<file path="config.mk">
export PLATFORM = sky130hd
export DESIGN_NAME = fetch_redirect_ctrl
export DESIGN_NICKNAME = d
export VERILOG_FILES = /design/src/rtl/fetch_redirect_ctrl_pkg.sv /design/src/rtl/fetch_redirect_ctrl_slot.sv /design/src/rtl/fetch_redirect_ctrl.sv
export SDC_FILE = /design/constraint.sdc
export NUM_CORES = 1
export LEC_CHECK = 0
export CORE_MARGIN = 1.5
export CORE_UTILIZATION = 42
export DETAILED_ROUTE_END_ITERATION = 10
export PLACE_DENSITY = 0.77
export SLEW_MARGIN = 10
export SYNTH_ARGS = -nofsm -noshare
export SYNTH_HDL_FRONTEND = slang
export SYNTH_SLANG_ARGS = --single-unit
</file>
<file path="constraint.sdc">
create_clock -name clk -period 2.7 [get_ports clk]
set_input_delay 0.54 -clock clk [delete_from_list [all_inputs] [get_ports clk]]
set_output_delay 0.54 -clock clk [all_outputs]
set_load 0.005 [all_outputs]
</file>
<file path="src/rtl/fetch_redirect_ctrl_pkg.sv">
// Shared types for the fetch redirect controller.
// Default widths, redirect source/state enums, and the issue bundle.
package fetch_redirect_ctrl_pkg;

  localparam int PC_W   = 32;
  localparam int HIST_W = 10;

  typedef enum logic [1:0] {
    SRC_NONE,
    SRC_CM,
    SRC_RN,
    SRC_IRQ
  } redirect_src_t;

  typedef enum logic {
    RUN,
    HOLD
  } ctrl_state_t;

  typedef struct packed {
    logic              valid;
    logic [PC_W-1:0]   pc;
    logic [HIST_W-1:0] hist;
  } redirect_req_t;

endpackage

</file>
<file path="src/rtl/fetch_redirect_ctrl_slot.sv">
// redirect_slot: single-entry redirect holding register.
// Ports: clk, rst (sync, active-low), set/clr (clr wins), set_pc/set_hist, valid/pc/hist.
module redirect_slot
  import fetch_redirect_ctrl_pkg::*;
#(
  parameter int PC_WIDTH   = PC_W,
  parameter int HIST_WIDTH = HIST_W
) (
  input  logic                  clk,
  input  logic                  rst,
  input  logic                  set,
  input  logic                  clr,
  input  logic [PC_WIDTH-1:0]   set_pc,
  input  logic [HIST_WIDTH-1:0] set_hist,
  output logic                  valid,
  output logic [PC_WIDTH-1:0]   pc,
  output logic [HIST_WIDTH-1:0] hist
);

  always_ff @(posedge clk) begin
    if (!rst) begin
      valid <= 1'b0;
      pc    <= '0;
      hist  <= '0;
    end else if (clr) begin
      valid <= 1'b0;
    end else if (set) begin
      valid <= 1'b1;
      pc    <= set_pc;
      hist  <= set_hist;
    end
  end

endmodule

</file>
<file path="src/rtl/fetch_redirect_ctrl.sv">
// fetch_redirect_ctrl: prioritises cm / irq / rn redirects into next-PC, registered outputs.
// Ports: clk, rst, stall_i, cm_*, rn_*, irq_*, br_mispred_i, redirect_*, fetch_bubble_o,
// pending_o, redirect_cnt_o. Optional: FETCH_REDIRECT_STOP_ON_MISPRED_EN.
module fetch_redirect_ctrl
  import fetch_redirect_ctrl_pkg::*;
#(
  parameter int PC_WIDTH   = PC_W,
  parameter int HIST_WIDTH = HIST_W,
  parameter int CNT_WIDTH  = 16,
  parameter int NUM_BR     = 2,
  parameter int WAIT_DELAY = 2
) (
  input  logic                  clk,
  input  logic                  rst,
  input  logic                  stall_i,
  input  logic                  cm_valid_i,
  input  logic [PC_WIDTH-1:0]   cm_pc_i,
  input  logic [HIST_WIDTH-1:0] cm_hist_i,
  input  logic                  rn_valid_i,
  input  logic [PC_WIDTH-1:0]   rn_pc_i,
  input  logic [HIST_WIDTH-1:0] rn_hist_i,
  input  logic                  irq_req_i,
  input  logic [PC_WIDTH-1:0]   irq_pc_i,
  output logic                  irq_ack_o,
  input  logic [NUM_BR-1:0]     br_mispred_i,
  output logic                  redirect_valid_o,
  output logic [PC_WIDTH-1:0]   redirect_pc_o,
  output logic                  redirect_hist_we_o,
  output logic [HIST_WIDTH-1:0] redirect_hist_o,
  output logic                  fetch_bubble_o,
  output logic                  pending_o,
  output logic [CNT_WIDTH-1:0]  redirect_cnt_o
);

  logic                  rn_full;
  logic [PC_WIDTH-1:0]   rn_pc;
  logic [HIST_WIDTH-1:0] rn_hist;
  logic                  irq_full;
  logic [PC_WIDTH-1:0]   irq_pc;
  logic [HIST_WIDTH-1:0] unused_irq_hist;

  logic rn_set, rn_clr, irq_set, irq_clr;
  logic slots_next;

  redirect_src_t src;
  redirect_req_t req;
  ctrl_state_t   state;

  // A same-cycle cm makes the rename redirect stale.
  assign rn_set  = rn_valid_i && !cm_valid_i;
  assign rn_clr  = (src != SRC_NONE);
  assign irq_set = irq_req_i && !irq_full;
  assign irq_clr = (src == SRC_IRQ);

  assign slots_next = (!rn_clr && (rn_set || rn_full)) ||
                      (!irq_clr && (irq_set || irq_full));

  always_comb begin
    src = SRC_NONE;
    if (cm_valid_i)
      src = SRC_CM;
    else if (irq_full && !stall_i)
      src = SRC_IRQ;
    else if ((rn_full || rn_valid_i) && !stall_i)
      src = SRC_RN;
  end

  always_comb begin
    req = '0;
    unique case (src)
      SRC_CM: begin
        req.valid = 1'b1;
        req.pc    = cm_pc_i;
        req.hist  = cm_hist_i;
      end
      SRC_IRQ: begin
        req.valid = 1'b1;
        req.pc    = irq_pc;
        req.hist  = redirect_hist_o;
      end
      SRC_RN: begin
        // Newest rename redirect wins over the held one.
        req.valid = 1'b1;
        req.pc    = rn_valid_i ? rn_pc_i : rn_pc;
        req.hist  = rn_valid_i ? rn_hist_i : rn_hist;
      end
      default: ;
    endcase
  end

  redirect_slot #(
    .PC_WIDTH  (PC_WIDTH),
    .HIST_WIDTH(HIST_WIDTH)
  ) u_rn_slot (
    .clk     (clk),
    .rst     (rst),
    .set     (rn_set),
    .clr     (rn_clr),
    .set_pc  (rn_pc_i),
    .set_hist(rn_hist_i),
    .valid   (rn_full),
    .pc      (rn_pc),
    .hist    (rn_hist)
  );

  redirect_slot #(
    .PC_WIDTH  (PC_WIDTH),
    .HIST_WIDTH(HIST_WIDTH)
  ) u_irq_slot (
    .clk     (clk),
    .rst     (rst),
    .set     (irq_set),
    .clr     (irq_clr),
    .set_pc  (irq_pc_i),
    .set_hist('0),
    .valid   (irq_full),
    .pc      (irq_pc),
    .hist    (unused_irq_hist)
  );

  always_ff @(posedge clk) begin
    if (!rst) begin
      state              <= RUN;
      pending_o          <= 1'b0;
      irq_ack_o          <= 1'b0;
      redirect_valid_o   <= 1'b0;
      redirect_hist_we_o <= 1'b0;
      redirect_pc_o      <= '0;
      redirect_hist_o    <= '0;
      redirect_cnt_o     <= '0;
    end else begin
      unique case (state)
        RUN:  if (slots_next) state <= HOLD;
        HOLD: if (!slots_next) state <= RUN;
        default: state <= RUN;
      endcase
      pending_o          <= slots_next;
      irq_ack_o          <= irq_set;
      redirect_valid_o   <= req.valid;
      redirect_hist_we_o <= (src == SRC_CM) || (src == SRC_RN);
      if (req.valid) begin
        redirect_pc_o   <= req.pc;
        redirect_hist_o <= req.hist;
        if (redirect_cnt_o != '1)
          redirect_cnt_o <= redirect_cnt_o + 1'b1;
      end
    end
  end

`ifdef FETCH_REDIRECT_STOP_ON_MISPRED_EN
  logic [WAIT_DELAY-1:0] mis_pipe;
  logic                  bubble_q;

  always_ff @(posedge clk) begin
    if (!rst || cm_valid_i) begin
      mis_pipe <= '0;
      bubble_q <= 1'b0;
    end else begin
      for (int i = WAIT_DELAY - 1; i > 0; i--)
        mis_pipe[i] <= mis_pipe[i-1];
      mis_pipe[0] <= |br_mispred_i;
      bubble_q    <= bubble_q | mis_pipe[WAIT_DELAY-1];
    end
  end

  // The pipe tail raises the bubble in its own cycle; bubble_q keeps it.
  assign fetch_bubble_o = bubble_q | mis_pipe[WAIT_DELAY-1];
`else
  logic unused_mispred;
  assign unused_mispred = (^br_mispred_i) ^ (WAIT_DELAY > 0);
  assign fetch_bubble_o = 1'b0;
`endif

endmodule

</file>
==> Word-level counts from Yosys, hierarchy flattened <==
Cells that the tools add are included.
{ "word_totals": {"reg_bits": 138, "latch_bits": 0, "ramBits": 0, "romBits": 0, "in_bits": 124, "elab_cells": 49, "mem_count": 0} }
{ "op_classes": {"n_addsub": 1, "n_mul": 0, "n_div": 0, "order_cmp": 0, "n_eq_ne": 4, "shift": 0, "mux": 6, "bitwise": 3, "reduce_logical": 23} }
{ "ops": {"columns": ["cell", "n"], "rows": [
  ["43-bit one-hot mux with 3 select lines", 1],
  ["32-bit two-way mux", 1],
  ["16-bit by 1-bit adder with 16-bit output (second input constant)", 1],
  ["16-bit inequality test (second input constant)", 1],
  ["10-bit two-way mux", 1],
  ["2-bit AND reduction", 4],
  ["1-bit logical AND", 6],
  ["2-bit two-way mux", 3],
  ["1-bit logical NOT", 5],
  ["1-bit logical OR", 5],
  ["2-bit equality test (second input constant)", 2],
  ["2-bit OR reduction", 2],
  ["1-bit inverter", 3],
  ["2-bit by 1-bit equality test with 1-bit output (second input constant)", 1],
  ["2-bit nonzero test", 1]
]} }

==> Logic depth before layout (Yosys ltp) <==
{ "logic_depth": {"word_depth": 9, "mapped_depth": 11, "depth_no_buf": 7} }

==> By module <==
From an unflattened synthesis, not the netlist that was laid out.
{ "unflattened": {"hier_cells": 759, "area_unflattened_um2": 6846.6} }
{ "modules_own_cells": {"columns": ["mod", "instances", "cells_each", "area_per_inst_um2", "seq_area_each_um2"], "rows": [
  ["redirect_slot", 2, 186, 1724.2, 860.8],
  ["fetch_redirect_ctrl", 1, 387, 3398.3, 1241.2]
]} }

==> Worst setup path before layout <==
Ideal clock, no wire load.
{ "synth_path": {"path_type": "input to register", "from": "input rn_valid_i", "to": "register redirect_cnt_o[9]", "t_arrival_ps": 2606, "slack_ps": 23, "path_stages": 10, "cell_sequence": "buf_2 buf_2 nor3_1 or3_1 ha_1 buf_6 and4b_2 nand3_4 or4_1 a21oi_1"} }
{ "synth_via": {"elab_chain_len": 8, "word_cells_on_any_way": 10, "classes_between": "eq/ne (3); mux (4); reduce/logical (3)"} }
{ "synth_lines": {"columns": ["element", "line", "source"], "rows": [
  ["from (decl)", "fetch_redirect_ctrl.sv:19", "input logic rn_valid_i,"],
  ["1-bit logical OR (*)", "fetch_redirect_ctrl.sv:64", "else if ((rn_full || rn_valid_i) && !stall_i)"],
  ["1-bit logical AND (*)", "fetch_redirect_ctrl.sv:64", null],
  ["2-bit two-way mux (*)", "fetch_redirect_ctrl.sv:64", null],
  ["2-bit two-way mux (*)", "fetch_redirect_ctrl.sv:62", "else if (irq_full && !stall_i)"],
  ["2-bit two-way mux (*)", "fetch_redirect_ctrl.sv:60", "if (cm_valid_i)"],
  ["2-bit equality test or 2-bit by 1-bit equality test with 1-bit output (tied branches)", "fetch_redirect_ctrl.sv:70", "unique case (src)"],
  ["43-bit one-hot mux with 3 select lines (*)", "fetch_redirect_ctrl.sv:70", null],
  ["2-bit AND reduction (no source line) (*)", null, null],
  ["to (signal assigned)", "fetch_redirect_ctrl.sv:145", "redirect_cnt_o <= redirect_cnt_o + 1'b1;"],
  ["to (decl)", "fetch_redirect_ctrl.sv:32", "output logic [CNT_WIDTH-1:0] redirect_cnt_o"]
]} }
Mark *: on every way between the ends. The rest lies on a longest branch, timed or not.
A chain may end at the register's enable or synchronous reset.

==> Worst setup path in the final report <==
{ "layout_path": {"from": "input stall_i", "to": "register redirect_cnt_o[13]"} }
{ "layout_via": {"elab_chain_len": 8, "word_cells_on_any_way": 11, "classes_between": "eq/ne (3); mux (4); reduce/logical (4)"} }
{ "layout_lines": {"columns": ["element", "line", "source"], "rows": [
  ["from (decl)", "fetch_redirect_ctrl.sv:15", "input logic stall_i,"],
  ["1-bit logical NOT (*)", "fetch_redirect_ctrl.sv:62, fetch_redirect_ctrl.sv:64", null],
  ["1-bit logical AND", "fetch_redirect_ctrl.sv:64", null],
  ["2-bit two-way mux", "fetch_redirect_ctrl.sv:64", null],
  ["2-bit two-way mux (*)", "fetch_redirect_ctrl.sv:62", null],
  ["2-bit two-way mux (*)", "fetch_redirect_ctrl.sv:60", null],
  ["2-bit equality test or 2-bit by 1-bit equality test with 1-bit output (tied branches)", "fetch_redirect_ctrl.sv:70", null],
  ["43-bit one-hot mux with 3 select lines (*)", "fetch_redirect_ctrl.sv:70", null],
  ["2-bit AND reduction (no source line) (*)", null, null]
]} }
Marked as above.

==> summary.txt <==
Run status
  – Status: completed

Final layout
  – Multi-input gate area: 2940 um^2
  – N_diodes: 0
  – Synth-to-layout area growth: 45.77%
  – Share of cells above drive strength 1: 12.96%
  – Nets: 1,017
  – Fillers: 1,240
  – Register area: 2763 um^2
  – Final Core Density: 62.53%

Floorplan
  – Initial Utilization: 42.90%
  – Die area: 14,900 um^2
  – Num ports: 187
  – Cell Rows: 43
  – Core area: 13,880 um^2
  – DIE HEIGHT: 122.1 um
  – Chip width: 122.1 um

STA
  – Crit share post-route: 86.63%
  – Layout Skew: 0.007571 ns
  – Fmax: 0.4275 GHz
  – Worst slew margin: 57.95%
  – Max-slew violations: 0
  – Fin. Hold Viols: 0
  – Final worst slack: 0.3610 ns
  – Tightest Pin Transition: 0.6307 ns
  – Setup violators final: 0
  – Min Clock Period, post-route: 2.339 ns
  – RSZ-0062 raised after global routing: false

Yosys
  – Mux cell area share after synthesis: 8.111%
  – Seq/Total Area, Yosys: 46.40%
  – Yosys top cell by area: dfxtp_1
  – Main flop type after synthesis: dfxtp_1
  – Post-synthesis compound-gate area fraction: 21.60%
  – Largest family of logic cells by synthesized area: compound AO/OA/AOI/OAI gates
  – Synth area leaders: dfxtp_1, nand2_1, a21oi_1
  – Ys Warns: 0
  – Syn avg cell area: 8.259 um^2
  – Number of synthesized flops with an enable pin: 0
  – #FFs+latches synth: 138
  – Synth unique cells: 50
  – Post-Synthesis Cells: 721
  – Fraction of registers with async set/reset: 0%
  – Xor-xnor portion of the synthesized cell area: 0.1471%
  – Adder-cell share of the synthesized area: 0.6304%
  – Yosys top cell area share: 46.40%
  – Simple-Gate Fraction of Synth Area: 18.45%
  – Post-Syn Area: 5954 um^2
  – Post-Syn Nets: 848

Min path
  – Hold Crit Depth: 2
  – Type of the most critical hold path: reg2reg
  – Endpoint, Worst Hold: u_rn_slot.hist[0]
  – Hold Startpoint: u_rn_slot.hist[0]

CTS
  – TritonCTS Sinks: 138
  – Max H-tree Level: 4
  – Num CTS Buffers: 17
  – Worst-path clk slew: 0.06 ns
  – Setup bufs post-CTS: 0
  – TritonCTS clock tree: done
  – Root buffer cell: clkbuf_16
  – CTS Hold Bufs: 0
  – Clk Latency, worst-skew pair: 0.42 ns
  – Clock Tree Buf Depth: 2
  – CTS resizes: 0

Power
  – Pwr Density: 627.3 nW/um^2
  – Flop pwr share: 40.6%
  – Comb pwr share: 13.7%
  – VDD IR-drop max: 0.0004266 V
  – Leak: 0.003122 uW
  – Switching Fraction: 22.95%
  – P_sw: 1250 uW
  – Internal cell power: 4195 uW
  – Clock share of power: 45.7%

Setup path
  – Crit path launch type: input pin
  – Max FO, Critical Path: 8
  – Crit path required time: 3.05 ns
  – Crit. End Element: register
  – R2R Setup Slk: 0.41 ns
  – CP arrival: 2.69 ns
  – R2R Path End: redirect_cnt_o[13]
  – Worst Setup Path Type: in2reg
  – Cell depth of the worst flop-to-flop path: 7
  – Reg-to-Reg Start: u_irq_slot.valid

Routing
  – Residual DRC: 0
  – First-pass DRT Iterations: 5
  – Avg WL per Cell: 16.06 um
  – Final wirelength: 17.39 mm
  – Drt first-iter violations: 386
  – Vias per cell: 5.359
  – Antenna violation net count after detailed routing: 0
  – Vias: 5,804

Placed design
  – IO buf count: 183
  – Worst slack at placement: -0.03659 ns
  – Routability congestion estimate: 0.8324
  – Detailed placement HPWL: 11.72 mm

Job
  – Max cap viols: 0

GRT
  – Initial antenna violation count: 1
  – Vias in the first global route: 5,467
  – Remaining global-route overflow: 0
  – Pin count of the biggest net entering global routing: 49
  – Global-route wire length before repair: 27.16 mm
  – GRT Overall Usage: 23.41%
-- sequential cells by signal, indices dropped and copies added (netlist names) --
register,flops
redirect_hist_we_o,1
u_irq_slot.valid,1
redirect_pc_o,32
u_irq_slot.pc,32
redirect_hist_o,10
u_rn_slot.pc,32
pending_o,1
redirect_valid_o,1
u_rn_slot.valid,1
irq_ack_o,1
u_rn_slot.hist,10
redirect_cnt_o,16
-- cell families (layout without fill, tap and decap cells) --
family / count (synthesis) / after routing
compound gates: 217 / 217
flops: 138 / 138
simple gates: 252 / 252
mux: 43 / 43
fa+ha+maj: 3 / 3
buf+inv: 66 / 248
other cells: 1 / 1
xor+xnor: 1 / 1
-- worst max-delay path by stage --
stage	end	startpoint	cells after the start	slack, ns
global placement	redirect_cnt_o[13]	stall_i	7	0.03
CTS	redirect_cnt_o[13]	stall_i	7	0.40
global route	redirect_cnt_o[13]	stall_i	7	0.29
detailed placement	redirect_cnt_o[10]	stall_i	8	-0.04
floorplan	redirect_cnt_o[9]	rn_valid_i	10	0.02
finish	redirect_cnt_o[13]	stall_i	7	0.36
-- cells in the mapped netlist (2+ instances only) --
master and count:
nand2_1 189, clkbuf_1 42, nand3_1 5, a22oi_1 10
nand2b_1 2, mux2_2 42, o31ai_1 3, buf_2 12
nor2_1 21, inv_1 4, a211oi_1 11, or4_1 3
or3_1 5, o21ai_0 39, ha_1 3, nor3_1 4
buf_1 5, nand4_1 4, and2_1 2, nor2b_1 3
dfxtp_1 138, a21oi_1 115, a221oi_1 32
-- metrics by stage --
step	hold WS [ns]	cell area [um^2]	setup TNS [ns]	power, uW	cells
2_1_floorplan	0.4338	5954	0	2566	721
3_3_place_gp	0.4397	8043	0	2989	1051
3_5_place_dp	0.4454	8043	-0.04462	3001	1051
4_1_cts	0.4533	8680	0	5488	1083
5_1_grt	0.4635	8680	0	5649	1083
6_report	0.4529	8680	0	5445	1083
-- power groups by stage --
stage               clock network [uW]  registers [uW]  logic [uW]
floorplan                            0            2240         323
global placement                     0            2250         740
detailed placement                   0            2250         749
CTS                               2530            2210         753
global route                      2610            2220         816
finish                            2490            2210         748
-- worst max-delay path, stage by stage --
cell and delay, ns:
clkdlybuf4s50_1 0.42, or3_1 0.38, ha_2 0.22, and4b_2 0.32
nand3_4 0.12, or4_1 0.52, a21oi_1 0.16
-- layout by cell type (no fill, tap or decap), types with 11 or more instances in the layout --
cell type and n:
nand2_1 188, clkdlybuf4s50_1 181, dfxtp_1 138, a21oi_1 115, mux2_2 42, o21ai_0 39
a221oi_1 32, buf_4 23, nor2_1 21, clkbuf_16 17, a211oi_1 11
-- metal layers --
layer | share of wire (%) | track usage (%)
met5 | 0.069 | 0
met4 | 1.7 | 8.648
met3 | 7.7 | 6.976
met2 | 48 | 38.83
met1 | 42 | 28.71
-- final cells by class --
type,count,share of cell area [%]
clock buffers,21,5.420
clock inverters,11,1.917
inverters,5,0.2306
multi-input cells,517,33.88
flip-flops and latches,138,31.83
well taps,180,2.595
repair buffers,211,24.13
No activity file was read; power rests on OpenSTA's default activity.
